### config.mk
export PLATFORM = sky130hd
export DESIGN_NAME = reg_file_arbiter
export DESIGN_NICKNAME = d
export VERILOG_FILES = /design/src/rtl/reg_file_arbiter.sv
export SDC_FILE = /design/constraint.sdc
export NUM_CORES = 1
export LEC_CHECK = 0
export CAP_MARGIN = 15
export CORE_MARGIN = 10
export CORE_UTILIZATION = 30
export DETAILED_ROUTE_END_ITERATION = 8
export GPL_ROUTABILITY_DRIVEN = 0
export PLACE_DENSITY = 0.58
export SYNTH_ARGS = -nofsm -noshare
export SYNTH_HDL_FRONTEND = slang
export SYNTH_SLANG_ARGS = --single-unit
### constraint.sdc
create_clock -name clk -period 2.93 [get_ports clk]
set_input_delay 0.879 -clock clk [delete_from_list [all_inputs] [get_ports clk]]
set_output_delay 0.879 -clock clk [all_outputs]
set_load 0.01 [all_outputs]
### src/rtl/reg_file_arbiter.sv
// Two-port round-robin arbiter/sequencer sharing one 4x4 register file.
// Each granted request runs IDLE -> ACCESS -> RESP and completes with a one-cycle ack.
module reg_file_arbiter #(
  parameter int DATA_W = 4,
  parameter int ADDR_W = 2
) (
  input  logic              clk,
  input  logic              clr,
  input  logic              req0,
  input  logic              we0,
  input  logic [ADDR_W-1:0] addr0,
  input  logic [DATA_W-1:0] wdata0,
  output logic              ack0,
  output logic [DATA_W-1:0] rdata0,
  input  logic              req1,
  input  logic              we1,
  input  logic [ADDR_W-1:0] addr1,
  input  logic [DATA_W-1:0] wdata1,
  output logic              ack1,
  output logic [DATA_W-1:0] rdata1,
  output logic [DATA_W-1:0] file_in,
  output logic [ADDR_W-1:0] file_waddr,
  output logic [ADDR_W-1:0] file_raddr,
  output logic              file_write,
  input  logic [DATA_W-1:0] file_out,
  output logic              busy
);

  typedef enum logic [1:0] {IDLE, ACCESS, RESP} state_t;

  state_t            state;
  logic              last_grant;
  logic              lat_id;
  logic              lat_we;
  logic [ADDR_W-1:0] lat_addr;
  logic [DATA_W-1:0] lat_wdata;
  logic              pick;

  // Port 1 wins when it requests alone, or on a tie when port 0 was served last.
  always_comb begin
    pick = req1 && (!req0 || !last_grant);
  end

  assign file_waddr = lat_addr;
  assign file_raddr = lat_addr;
  assign file_in    = lat_wdata;

  always_ff @(posedge clk) begin
    if (clr) begin
      state      <= IDLE;
      ack0       <= 1'b0;
      ack1       <= 1'b0;
      rdata0     <= '0;
      rdata1     <= '0;
      busy       <= 1'b0;
      file_write <= 1'b0;
      lat_id     <= 1'b0;
      lat_we     <= 1'b0;
      lat_addr   <= '0;
      lat_wdata  <= '0;
      last_grant <= 1'b1;
    end else begin
      case (state)
        IDLE: begin
          ack0 <= 1'b0;
          ack1 <= 1'b0;
          if (req0 || req1) begin
            lat_id     <= pick;
            lat_we     <= pick ? we1 : we0;
            lat_addr   <= pick ? addr1 : addr0;
            lat_wdata  <= pick ? wdata1 : wdata0;
            file_write <= pick ? we1 : we0;
            busy       <= 1'b1;
            state      <= ACCESS;
          end
        end
        ACCESS: begin
          file_write <= 1'b0;
          if (!lat_we) begin
            if (lat_id) rdata1 <= file_out;
            else        rdata0 <= file_out;
          end
          ack0  <= !lat_id;
          ack1  <= lat_id;
          state <= RESP;
        end
        RESP: begin
          ack0       <= 1'b0;
          ack1       <= 1'b0;
          busy       <= 1'b0;
          last_grant <= lat_id;
          state      <= IDLE;
        end
        default: state <= IDLE;
      endcase
    end
  end

endmodule

== Word-level counts from Yosys, hierarchy flattened ==
Index checks and enable logic that the tools add are counted.
Operators by class
  equal/unequal tests: 3
  muxes and demuxes: 11
  bitwise logic cells: 2
  reductions and logical operators: 16
Operators with widths (count)
  $pmux W1 S2: 4
  $reduce_and A2 Y1: 3
  $reduce_and A3 Y1: 2
  $reduce_bool A2 Y1: 3
  $mux W2: 2
  $mux W4: 1
  $pmux W2 S2: 1
  $logic_not A1 Y1: 3
  $mux W1: 3
  $eq A2 B1 Y1 const B: 1
  $eq A2 B2 Y1 const B: 1
  $logic_not A2 Y1: 1
  $logic_or A1 B1 Y1: 2
  $ne A2 B2 Y1 const B: 1
  $not A1 Y1: 2
  $reduce_or A2 Y1: 1
  $logic_and A1 B1 Y1: 1
Word-level totals
  register bits after elaboration: 23
  logic and storage cells: 44

== Logic depth before layout (Yosys ltp) ==
  word-level depth: 6
  depth in mapped cells: 5
  mapped depth without buffers: 3

== Worst setup path before layout ==
OpenSTA, ideal clock, no wires.
  kind: in2reg
  start point: input req1
  end point: register lat_addr[0] (netlist: file_raddr[0])
  data arrival time: 1.475 ns
  required time: 2.790 ns
  setup slack: 1.316 ns
  stages: 4
  path buffers: 1
  cell sequence: or2_2 > buf_2 > a21oi_1 > a211oi_1
Between the ends
  longest elaborated chain between the ends: 2
RTL lines
  start, declared: RTL line 15  | input logic req1,
  $logic_and A1 B1 Y1 or $logic_or A1 B1 Y1 (tied branches): RTL line 41, 67
  $mux W2 or $reduce_and A2 Y1 (tied branches)
  end signal, assigned: RTL line 70  | lat_addr <= pick ? addr1 : addr0;
  end, declared: RTL line 35  | logic [ADDR_W-1:0] lat_addr;
Several ways; a longest one is shown, not always the timed one.
A chain may end at the register's enable or synchronous reset.

== Worst setup path after layout ==
  start point: input req1
  end point: register lat_wdata[2] (netlist: file_in[2])
Between the ends
  longest elaborated chain between the ends: 2
RTL lines
  $logic_and A1 B1 Y1 or $logic_or A1 B1 Y1 (tied branches): RTL line 41, 67
  $mux W4 or $reduce_and A2 Y1 (tied branches)
  end signal, assigned: RTL line 71  | lat_wdata <= pick ? wdata1 : wdata0;
  end, declared: RTL line 36  | logic [DATA_W-1:0] lat_wdata;
Several ways; a longest one is shown, not always the timed one.

==> run summary <==
Run status: completed
Pleak: 0.5065 nW
Area delta synth->final: 44.35%
CTS Root Cell: clkbuf_4
Worst Hold Path EP: busy
Total power: 652.4 µW
Max clock buf depth: 2
Fmax: 464.6 MHz
Port bufs: 41
Fin crit share: 73.46%
Placement row count: 20
Hold_sp: busy
Post-DP HPWL: 2032 µm
First-pass GRT wire length: 4091 µm
Total CTS buffers: 3
Clock transition at the registers of the reported paths: 0.12 ns
Final ANT Viol Nets: 0
Syn_nets: 119
Number of global-route vias before repair: 818
Total power per unit cell area: 459.0 nW/µm²
Die area: 5974 µm²
Clk_lat worst skew: 0.30 ns
Worst path max stage delay: 0.51 ns
Flop pwr share: 54.5%
CP Capture Type: register
Die span in x: 77.29 µm
Synthesis Warnings: 0
Tot GR Track Use: 8.529%
Mapped cell area: 984.7 µm²
1st-iter DRT viols: 30
Synth unique cells: 24
Via count: 833
Routed WL per cell: 14.79 µm
Register area share after synthesis: 46.76%
Share of cells above drive strength 1: 7.463%
WP data arrival: 2.36 ns
Hold path depth: 2
Clock tree sinks: 23
Int Power: 479.1 µW
Req. time, crit path: 3.14 ns
Final setup TNS: 0 ns
Hold-fix buffers, CTS: 0
Starting Density: 31.73%
Remaining global-route overflow: 0
PostCTS Resize Cnt: 0
Critical path launch point type: input port
Max-slew violations: 0
Clock share of power: 21.8%
Routed WL: 2632 µm
Slowest library cell on the worst path: clkdlybuf4s50_1
CTS tree: done
Final min period: 2.152 ns
RSZ-0062 raised after global routing: no
Worst R2R End: file_in[2]
Combinational power share: 23.8%
Die Ht: 77.29 µm
Worst path cell trace: clkdlybuf4s50_1 -> a21boi_2 -> mux2i_1 -> a211oi_1
Antenna violations before repair: 0
Kind of critical path: in -> reg
Htree depth: 1
Maximum vdd drop: 0.1391 mV
Setup violators final: 0
Net Sw Frac: 26.57%
Max cap viols: 0
DRC Markers: 0
Final Hold Vio Count: 0
Drt pass-1 iters: 4
Ports: 42
Largest net degree at the start of global routing: 17
Slew HR: 60.60%
Worst Hold Class: reg -> reg
Net switching power: 173.3 µW
Crit path max fanout: 8
Reg2reg setup slack: 1.54 ns
Vias per cell: 4.680
Fill cell count: 326
ANT cells: 0
Core area: 3103 µm²
Postcts setup bufs: 0
Post-Syn Instances: 97
Finished Core Util: 45.81%
Syn Area/Cell: 10.15 µm²
RR Startpoint: last_grant
#FFs+latches synth: 23
Worst slew pin tran: 0.5892 ns
Nets: 157
CP startpoint: req1
Setup Skew: 0.006262 ns
Worst hold margin: 0.4790 ns
Reg2Reg Depth: 3
-- worst max path at each step --
stage	to	slack [ns]	cells past startpoint
after floorplan	file_raddr[0]	1.32	4
after global placement	lat_we	0.52	4
after detailed placement	file_in[2]	0.47	4
after CTS	file_in[2]	0.78	4
after global routing	file_in[2]	0.67	4
final	file_in[2]	0.78	4
-- synth_stat cells --
master    number  share of area [%]
nor2_2         1               0.64
a211oi_1       7                5.3
nor4b_4        1                2.4
nor3b_1        1               0.76
a21oi_1       10                5.1
buf_4          3                2.3
nor3_2         1                1.0
o21ai_0        1               0.51
nor2_1        13                5.0
or2_2          1               0.64
dfxtp_1       23                 47
buf_2          1               0.51
buf_6          2                2.3
nand2b_1       3                1.9
and4bb_2       1                1.3
nor3_1         1               0.51
nor2b_1        1               0.64
clkbuf_2       1               0.51
nand2_1        2               0.76
o31ai_1        2                1.5
a21boi_2       1                1.1
mux2i_1       17                 17
clkbuf_1       2               0.76
nand3_1        1               0.51
-- final cells by class --
class,instances,area [µm²],area share [%]
Clock buffer,4,26.28,1.849
Multi-Input combinational cell,65,461.7,32.48
Sequential cell,23,460.4,32.39
Tap cell,44,55.05,3.873
Timing Repair Buffer,42,417.9,29.40
-- metal layers --
metal,wire length (µm),track usage [%],part of all wire (%),vias up
li1,-,-,-,423
met1,1078,9.543,41,386
met2,1360,14.21,52,22
met3,152,2.214,5.8,2
met4,41,4.927,1.6,0
met5,0,0,0,-
-- worst max-delay path, delay by kind of cell --
family	cells	cell delay [ns]
buffers and inverters	1	0.51
AOI/OAI and AO/OA	2	0.80
muxes	1	0.16
-- per-stage QoR --
| stage | instance area [µm²] | setup WS, ns | std cells |
|---|---|---|---|
| 4_1_cts | 1421 | 0.7808 | 178 |
| 3_5_place_dp | 1395 | 0.4681 | 174 |
| 3_3_place_gp | 1395 | 0.5215 | 174 |
| 2_1_floorplan | 984.7 | 1.316 | 97 |
| 6_report | 1421 | 0.7777 | 178 |
| 5_1_grt | 1421 | 0.6750 | 178 |
-- placed cells by master (no fill, tap or decap), types with 2 or more instances in the layout --
cell,count
mux2i_1,17
nand2_1,2
nand2b_1,3
a211oi_1,7
nor2_1,13
clkbuf_4,3
dfxtp_1,23
o31ai_1,2
clkdlybuf4s50_1,41
a21oi_1,10
-- sequential cells by signal, indices dropped and copies added (netlist names) --
signal      cells
file_raddr      2
rdata1          4
lat_we          1
rdata0          4
busy            1
state           2
ack0            1
file_write      1
ack1            1
last_grant      1
lat_id          1
file_in         4
-- power by group through the flow --
| stage | Combinational (mW) | Sequential (mW) | Clock (mW) |
|---|---|---|---|
| floorplan | 0.0771 | 0.363 | 0 |
| global placement | 0.154 | 0.362 | 0 |
| detailed placement | 0.156 | 0.363 | 0 |
| CTS | 0.157 | 0.356 | 0.154 |
| global route | 0.168 | 0.359 | 0.162 |
| finish | 0.155 | 0.355 | 0.142 |
-- cell families (layout without fill, tap and decap cells) --
logic type             Yosys count  in the layout  share of synthesized area (%)
DFF                             23             23                          46.76
buffers and inverters            9             46                          6.352
muxes                           17             17                          17.28
and+or+nand+nor                 27             27                          16.01
AOI/OAI and AO/OA               21             21                          13.60
(Power assumes the default switching activity.)
